==> config.mk <==
export PLATFORM = sky130hd
export DESIGN_NAME = mem_stage_lsu
export DESIGN_NICKNAME = d
export VERILOG_FILES = /design/src/rtl/mem_stage_lsu.sv
export SDC_FILE = /design/constraint.sdc
export NUM_CORES = 1
export LEC_CHECK = 0
export ABC_AREA = 1
export CAP_MARGIN = 20
export CORE_UTILIZATION = 44
export CTS_CLUSTER_DIAMETER = 120
export CTS_CLUSTER_SIZE = 25
export DETAILED_ROUTE_END_ITERATION = 16
export PLACE_DENSITY = 0.81
export SYNTH_ARGS = -nofsm -noshare
export SYNTH_HDL_FRONTEND = slang
export SYNTH_SLANG_ARGS = --single-unit
export TNS_END_PERCENT = 1
==> constraint.sdc <==
create_clock -name clk -period 4.3 [get_ports clk]
set_clock_uncertainty 0.2 [all_clocks]
set_input_delay 0.43 -clock clk [delete_from_list [all_inputs] [get_ports clk]]
set_output_delay 0.43 -clock clk [all_outputs]
set_load 0.02 [all_outputs]
==> src/rtl/mem_stage_lsu.sv <==
// MEM-stage load/store unit: owns the data-memory handshake, lane-aligns stores,
// extracts and extends loads, flags misaligned ops and optionally aborts on a silent memory.
module mem_stage_lsu #(
    parameter int DW      = 32,
    parameter int AW      = 32,
    parameter int TIMEOUT = 0
) (
    input  logic            clk,
    input  logic            rst,
    input  logic            req_valid_i,
    input  logic            req_read_i,
    input  logic            req_write_i,
    input  logic [2:0]      req_funct3_i,
    input  logic [AW-1:0]   req_addr_i,
    input  logic [31:0]     req_wdata_i,
    output logic            dmem_read_o,
    output logic            dmem_write_o,
    output logic [AW-1:0]   dmem_addr_o,
    output logic [DW-1:0]   dmem_wdata_o,
    output logic [DW/8-1:0] dmem_byte_en_o,
    input  logic [DW-1:0]   dmem_rdata_i,
    input  logic            dmem_resp_i,
    output logic            stall_o,
    output logic            done_o,
    output logic [31:0]     load_data_o,
    output logic            misalign_o,
    output logic            timeout_o
);

    localparam int BEW = DW / 8;
    localparam int OW  = $clog2(BEW);
    localparam int CW  = (TIMEOUT > 1) ? $clog2(TIMEOUT) : 1;
    localparam logic [CW-1:0] TO_LAST = CW'((TIMEOUT > 0) ? TIMEOUT - 1 : 0);

    typedef enum logic [1:0] {S_IDLE, S_BUSY, S_DONE} state_e;

    state_e          state_q, state_d;
    logic            rd_q, rd_d, wr_q, wr_d;
    logic [AW-1:0]   addr_q, addr_d;
    logic [DW-1:0]   wdata_q, wdata_d;
    logic [BEW-1:0]  be_q, be_d;
    logic [2:0]      f3_q, f3_d;
    logic [OW-1:0]   off_q, off_d;
    logic [CW-1:0]   cnt_q, cnt_d;
    logic [31:0]     load_q, load_d;

    logic [OW-1:0]   off;
    logic [3:0]      base_be;
    logic            mis;
    logic            mem_op;
    logic            start;
    logic            abort;
    logic [AW-1:0]   addr_al;
    logic [DW-1:0]   rshift;
    logic [31:0]     load_ext;

    assign off = req_addr_i[OW-1:0];

    always_comb begin
        base_be = 4'hF;
        mis     = |req_addr_i[1:0];
        unique case (req_funct3_i[1:0])
            2'b00: begin base_be = 4'h1; mis = 1'b0;          end
            2'b01: begin base_be = 4'h3; mis = req_addr_i[0]; end
            default: ;
        endcase
    end

    always_comb begin
        addr_al         = req_addr_i;
        addr_al[OW-1:0] = '0;
    end

    assign mem_op = req_valid_i & (req_read_i | req_write_i);
    assign start  = mem_op & ~mis & (state_q == S_IDLE);
    // A response in the last watchdog cycle takes priority over the abort.
    assign abort  = (TIMEOUT != 0) && (state_q == S_BUSY) && !dmem_resp_i && (cnt_q == TO_LAST);

    assign misalign_o = mem_op & mis & (state_q == S_IDLE);
    assign stall_o    = start | (state_q == S_BUSY);
    assign done_o     = (state_q == S_DONE);
    assign timeout_o  = abort;

    assign rshift = dmem_rdata_i >> {off_q, 3'b000};

    always_comb begin
        load_ext = rshift[31:0];
        unique case (f3_q)
            3'b000:  load_ext = {{24{rshift[7]}}, rshift[7:0]};
            3'b001:  load_ext = {{16{rshift[15]}}, rshift[15:0]};
            3'b100:  load_ext = {24'h0, rshift[7:0]};
            3'b101:  load_ext = {16'h0, rshift[15:0]};
            default: ;
        endcase
    end

    always_comb begin
        state_d = state_q;
        rd_d    = rd_q;
        wr_d    = wr_q;
        addr_d  = addr_q;
        wdata_d = wdata_q;
        be_d    = be_q;
        f3_d    = f3_q;
        off_d   = off_q;
        cnt_d   = '0;
        load_d  = load_q;
        unique case (state_q)
            S_IDLE: begin
                if (start) begin
                    rd_d    = req_read_i;
                    wr_d    = req_write_i;
                    addr_d  = addr_al;
                    wdata_d = DW'(req_wdata_i) << {off, 3'b000};
                    be_d    = BEW'(base_be) << off;
                    f3_d    = req_funct3_i;
                    off_d   = off;
                    state_d = S_BUSY;
                end
            end
            S_BUSY: begin
                cnt_d = cnt_q + 1'b1;
                if (dmem_resp_i || abort) begin
                    rd_d    = 1'b0;
                    wr_d    = 1'b0;
                    load_d  = (dmem_resp_i && rd_q) ? load_ext : 32'h0;
                    state_d = S_DONE;
                end
            end
            S_DONE: state_d = S_IDLE;
            default: state_d = S_IDLE;
        endcase
    end

    always_ff @(posedge clk or posedge rst) begin
        if (rst) begin
            state_q <= S_IDLE;
            rd_q    <= 1'b0;
            wr_q    <= 1'b0;
            addr_q  <= '0;
            wdata_q <= '0;
            be_q    <= '0;
            f3_q    <= '0;
            off_q   <= '0;
            cnt_q   <= '0;
            load_q  <= '0;
        end else begin
            state_q <= state_d;
            rd_q    <= rd_d;
            wr_q    <= wr_d;
            addr_q  <= addr_d;
            wdata_q <= wdata_d;
            be_q    <= be_d;
            f3_q    <= f3_d;
            off_q   <= off_d;
            cnt_q   <= cnt_d;
            load_q  <= load_d;
        end
    end

    assign dmem_read_o    = rd_q;
    assign dmem_write_o   = wr_q;
    assign dmem_addr_o    = addr_q;
    assign dmem_wdata_o   = wdata_q;
    assign dmem_byte_en_o = be_q;
    assign load_data_o    = load_q;

endmodule
==> results of run 1 <==
==> through the flow <==
stage	cell area, um^2	instances	power [mW]	util [%]
after floorplan	5440	711	2.40	-
after global placement	7400	1025	3.12	61.6
after detailed placement	7400	1025	3.14	61.6
after CTS	7680	1041	3.95	63.9
after global routing	7680	1041	4.15	63.9
final	7680	1041	3.92	63.9
==> cell type report <==
cell class / count / area share (%)
timing repair buffer: 214 / 27.7
tap: 147 / 2.39
sequential: 107 / 34.9
clock inverter: 6 / 0.652
inverter: 15 / 0.863
multi-input combinational: 542 / 30.6
clock buffer: 10 / 2.98
==> power breakdown <==
group | switching [mW] | internal, mW
logic | 0.914 | 0.735
clock network | 0.391 | 0.401
registers | 0.205 | 1.27
==> how the worst max path moves through the flow <==
stage / start / end / slack [ns] / cells after the start
after CTS: req_addr_i[0] / misalign_o / 1.52 / 5
after detailed placement: req_addr_i[0] / dmem_wdata_o[20] / 1.51 / 8
after global routing: req_addr_i[0] / misalign_o / 1.44 / 5
after floorplan: rst / dmem_addr_o[10] / 0.85 / 1
after global placement: req_addr_i[0] / misalign_o / 1.54 / 5
final: req_addr_i[0] / misalign_o / 1.52 / 5
==> kinds of logic (layout without fill, tap and decap cells) <==
group,Yosys count,in the layout,synth area share [%]
simple gates,456,456,34.3
flops,107,107,49.3
compound gates,83,83,8.67
buf+inv,62,245,7.63
other cells,1,3,0.0691
==> cells in the mapped netlist <==
cell type    n
or2_2        6
nand3_2      1
nand2_4      2
inv_2        5
nor2_4       1
clkbuf_1     8
buf_6       17
o21ai_1     11
buf_4        8
inv_4        1
buf_2       13
o211ai_1     7
o22ai_1      1
conb_1       1
o21ai_2      9
inv_6        1
nor2_2       2
nand3_4      2
nor3_1       1
inv_1        8
buf_1        1
o21a_1       1
o21ai_0     23
a21oi_1     31
nand3_1     54
nand2_2      1
nor2_1       9
nand3b_1     1
dfrtp_1    107
nand2_1    376
==> worst min-delay path: stages (launching register included) <==
cell     delay (ns)
dfrtp_1        0.35
nand2_1        0.05
nand2_1        0.04
==> routing by layer <==
| layer | wire [um] | global-route usage [%] | share of wire [%] | up-vias |
|---|---|---|---|---|
| met2 | 7150 | 40.2 | 46 | 227 |
| met5 | 0 | 0 | 0 | - |
| met1 | 6490 | 31.2 | 42 | 2403 |
| li1 | - | - | - | 2596 |
| met3 | 1500 | 8.36 | 9.6 | 28 |
| met4 | 401 | 9.12 | 2.6 | 0 |
==> registers in the layout, summed over array words and instances (netlist names) <==
name	count
dmem_addr_o	30
dmem_byte_en_o	4
dmem_read_o	1
dmem_wdata_o	32
dmem_write_o	1
f3_q	3
load_data_o	32
off_q	2
state_q	2
==> run summary, run 1 <==
Status -> finished clean
Crit path max-delay family -> buffers and inverters
Worst-Skew Late Latency -> 0.34 ns
I/O pin total -> 211
CTS buffer count -> 9
Most Frequent Cell on Critical Path -> clkdlybuf4s50_1
Root Buffer -> clkbuf_16
Fin. max-slew vios -> 0
Synth top area cells -> dfrtp_1, nand2_1, nand3_1, buf_6, a21oi_1
Global route overflow -> 0
PortBufs -> 207
Slew HR -> 45.5%
DR WL/cell -> 14.9 um
DR vias/cell -> 5.05
Worst Path Class, Setup -> input port to output port
WHS Path Cells -> 2
Worst-path cell chain -> clkdlybuf4s50_1 > buf_4 > o21ai_2 > a21oi_1 > clkdlybuf4s50_1
Number of global-route vias before repair -> 5,099
Detailed placement HPWL -> 11.0 mm
Hold endpoint -> dmem_addr_o[26]
Mapped Cells -> 709
Final Hold Fails -> 0
Yosys top cell area share -> 49.3%
FF/Latch Area -> 2680 um^2
Die height -> 113 um
CP max FO -> 30
Worst Path Buf+Inv -> 3
Clock Sinks -> 107
Initial core utilization -> 45.2%
Mapped Avg Cell Area -> 7.66 um^2
Worst setup SP type -> input port
Site Rows -> 40
Initial DRC Count -> 498
Ys Warns -> 0
PostCTS Resize Cnt -> 0
Post-route DRC -> 0
Largest net degree at the start of global routing -> 83
RR Endpoint -> load_data_o[31]
Crit path DAT -> 2.15 ns
DRT antenna net count -> 0
Count of different cell masters after synthesis -> 30
Bufs on Longest Clock Path -> 2
Routed vias -> 5,254
Area of the multi-input gates -> 2350 um^2
Worst slew pin tran -> 0.818 ns
Most area-hungry cell type in the Yosys netlist -> dfrtp_1
Dpl ws -> 1.51 ns
FMAX -> 360 MHz
CTS tree -> done
First-pass GRT wire length -> 24.9 mm
Layout filler cell count -> 1,050
Worst setup EP type -> output port
Power per standard cell area -> 510 nW/um^2
H-tree depth -> 3
Seq/Total Area, Yosys -> 49.3%
Worst vdd ir -> 290 uV
Fin crit period -> 2.78 ns
Post-CTS setup buffers -> 0
Hold_buf cts -> 0
Worst-path clk slew -> 0.07 ns
Fraction of layout cells with a size suffix above 1 -> 6.04%
Gr usage total -> 24.9%
Hold wc startpoint -> dmem_addr_o[26]
Flop2flop setup slack -> 1.90 ns
Reg-to-Reg Start -> off_q[0]
R2R depth -> 7
Max Cap Violations -> 0
DIE AREA -> 12,800 um^2
Final worst slack -> 1.52 ns
Synth-to-Final Area Change -> 41.5%
Post-Syn Area -> 5430 um^2
Period utilization -> 64.6%
Commonest non-fill, non-tap cell in the layout -> nand2_1
Hold Crit Class -> register to register
First-pass detailed-route iteration total -> 5
Gpl congestion -> 0.894
Initial antenna violation count -> 0
Largest stage delay, worst path -> 0.65 ns
Final setup vio count -> 0
Area of the core -> 12,000 um^2
Slowest-stage cell, CP -> clkdlybuf4s50_1
Drt total wl -> 15.5 mm
Antenna Cells -> 0
CP required -> 3.67 ns
Die Span X -> 113 um
Worst hold margin -> 0.271 ns
Final #Nets -> 994
Setup TNS -> 0 ns
Leak -> 3.72 nW
Commonest non-fill, non-tap cells in the layout -> nand2_1, clkdlybuf4s50_1, dfrtp_1, nand3_1, a21oi_1
RSZ-0062 raised after global routing -> no
Yosys reg bits -> 107
Note: power is estimated with default switching activity, not from simulation.
==> inputs of run 2 (changes only) <==
==> constraint.sdc (replaced) <==
create_clock -name clk -period 2.73 [get_ports clk]
set_clock_uncertainty 0.2 [all_clocks]
set_input_delay 0.273 -clock clk [delete_from_list [all_inputs] [get_ports clk]]
set_output_delay 0.273 -clock clk [all_outputs]
set_load 0.02 [all_outputs]
==> run 2 against run 1 <==
  * Flip-flop and latch count unchanged
  * Largest cell class unchanged
  * Sequential share of layout area decreased by 0.19 points
  * Critical path depth increased by 1
  * Worst hold slack got worse by 0.087 ns
  * Register-to-register slack got worse by 1.2 ns
  * Count of clock-buffer cells in the layout unchanged
  * Final area increased by 0.54%
==> run summary, run 2 (same netlist as run 1, synthesis figures left out) <==
Status -> finished clean
Tot Pwr -> 6.17 mW (+57%)
WL met3 -> 1.61 mm (+7.1%)
Clock Sinks -> 107 (unchanged)
RR Endpoint -> off_q[1]
Fin. max-slew vios -> 0 (unchanged)
First-pass GRT wire length -> 25.4 mm (+1.8%)
Worst Path Class, Setup -> register to output port
Setup TNS -> 0 ns (unchanged)
Slew HR -> 54.4% (+9.0 points)
Logic gate share of total power -> 42.9% (+0.8 points)
DRT antenna net count -> 0 (unchanged)
CP required -> 2.26 ns (-1.41 ns)
Bufs on Longest Clock Path -> 2 (unchanged)
Flop2flop setup slack -> 0.68 ns (-1.22 ns)
Synth-to-Final Area Change -> 42.2%
Worst-path cell chain -> nor2_1 > nand3b_1 > nor2_4 > inv_2 > nand2_1 > clkdlybuf4s50_1
Slowest-stage cell, CP -> clkdlybuf4s50_1
Reg-to-Reg Start -> state_q[0]
Initial antenna violation count -> 0 (unchanged)
Final #Nets -> 997 (+0.30%)
Layout filler cell count -> 1,034 (-1.5%)
Routed vias -> 5,335 (+1.5%)
Crit path max-delay family -> buffers and inverters
Global route overflow -> 0 (unchanged)
Crit path DAT -> 1.98 ns (-0.17 ns)
Initial core utilization -> 45.2% (unchanged)
Core Util, Final -> 64.3% (+0.34 points)
Number of global-route vias before repair -> 5,006 (-1.8%)
DP Area -> 7450 um^2 (+0.66%)
Fin area -> 7720 um^2 (+0.54%)
Root Buffer -> clkbuf_16
P_sw -> 2.37 mW (+57%)
Site Rows -> 40 (unchanged)
CP max FO -> 4 (-87%)
Fraction of layout cells with a size suffix above 1 -> 6.35% (+0.31 points)
Final worst slack -> 0.274 ns (-1.25 ns)
Flop pwr share -> 37.3% (-0.4 points)
Area of the core -> 12,000 um^2 (unchanged)
Worst-path clk slew -> 0.07 ns (about the same)
Final Hold Fails -> 0 (unchanged)
Gr usage total -> 25.5% (+0.55 points)
First-pass detailed-route iteration total -> 5 (unchanged)
Post-CTS setup buffers -> 0 (unchanged)
Int Power -> 3.80 mW (+58%)
CTS tree -> done
Die Span X -> 113 um (unchanged)
R2R depth -> 6 (-1)
Detailed placement HPWL -> 11.1 mm (+1.4%)
Hold_buf cts -> 0 (unchanged)
Worst setup EP type -> output port
Worst slew pin tran -> 0.682 ns (-0.136 ns)
Period utilization -> 89.9%
Worst vdd ir -> 408 uV (+41%)
DR vias/cell -> 5.11 (+1.2%)
Gpl congestion -> 0.927 (+3.7%)
Worst-Skew Late Latency -> 0.34 ns (about the same)
CTS buffer count -> 9 (unchanged)
Dpl ws -> 0.293 ns (-1.21 ns)
Power per standard cell area -> 799 nW/um^2 (+57%)
Drt total wl -> 15.9 mm (+2.1%)
PostCTS Resize Cnt -> 0 (unchanged)
Commonest non-fill, non-tap cell in the layout -> nand2_1
DR WL met2 -> 7.30 mm (+2.2%)
I/O pin total -> 211 (unchanged)
Post-route DRC -> 0 (unchanged)
Final setup vio count -> 0 (unchanged)
RSZ-0062 raised after global routing -> no
Clk pwr share -> 19.8% (-0.4 points)
DIE AREA -> 12,800 um^2 (unchanged)
Initial DRC Count -> 499 (+0.20%)
Highest Signal Layer -> met4
Antenna Cells -> 0 (unchanged)
Die height -> 113 um (unchanged)
Hold Crit Class -> input port to async pin
Largest net degree at the start of global routing -> 83 (unchanged)
DR WL/cell -> 15.2 um (+1.8%)
H-tree depth -> 3 (unchanged)
Worst setup SP type -> register
Met1 WL -> 6.63 mm (+2.2%)
Leak -> 3.74 nW (+0.37%)
Fin crit period -> 2.46 ns
Switching portion of total power -> 38.4% (-0.071 points)
Worst Path Buf+Inv -> 2 (-1)
Commonest non-fill, non-tap cells in the layout -> nand2_1, clkdlybuf4s50_1, dfrtp_1, nand3_1, a21oi_1
FMAX -> 407 MHz
Largest stage delay, worst path -> 0.60 ns (-0.05 ns)
Max Cap Violations -> 0 (unchanged)
PortBufs -> 207 (unchanged)
-- run 2: layout make-up --
class | instances | area, um^2 | share of cell area (%)
sequential | 107 | 2680 | 34.7
timing repair buffer | 217 | 2170 | 28.1
inverter | 15 | 67.6 | 0.875
multi-input combinational | 542 | 2350 | 30.4
clock buffer | 10 | 229 | 2.97
tap | 147 | 184 | 2.38
clock inverter | 6 | 42.5 | 0.551
-- run 2: how the worst max path moves through the flow --
stage	from	endpoint	slack (ns)	depth (start not counted)
after global routing	state_q[0]	stall_o	0.13	6
after global placement	req_funct3_i[1]	stall_o	0.32	7
after CTS	state_q[0]	stall_o	0.23	6
after detailed placement	req_funct3_i[1]	stall_o	0.29	7
final	state_q[0]	stall_o	0.27	6
after floorplan	rst	dmem_addr_o[10]	0.97	1
-- run 2: power groups by stage --
stage | registers, mW | clock network, mW | logic (mW)
2_1_floorplan | 2.76 | 0 | 1.02
5_1_grt | 2.35 | 1.31 | 2.87
3_3_place_gp | 2.31 | 0 | 2.62
4_1_cts | 2.30 | 1.24 | 2.66
6_report | 2.30 | 1.22 | 2.65
3_5_place_dp | 2.32 | 0 | 2.66
-- run 2: worst reg2reg max path: stages (launching register included) --
cell and delay (ns):
dfrtp_1 0.42, nor2_1 0.17, nand3b_1 0.17, nor2_4 0.14, buf_4 0.50, nand2_4 0.18, o21a_1 0.15
-- run 2: metal layers --
| metal | up-vias | global-route usage (%) |
|---|---|---|
| met5 | - | 0 |
| met1 | 2440 | 33.2 |
| met2 | 266 | 40.5 |
| li1 | 2607 | - |
| met4 | 0 | 9.82 |
| met3 | 22 | 7.02 |
-- run 2: per-stage QoR --
step	hold slack, ns	std cells
global route	0.242	1044
detailed placement	0.258	1028
global placement	0.253	1028
CTS	0.208	1044
finish	0.184	1044
floorplan	0.180	711
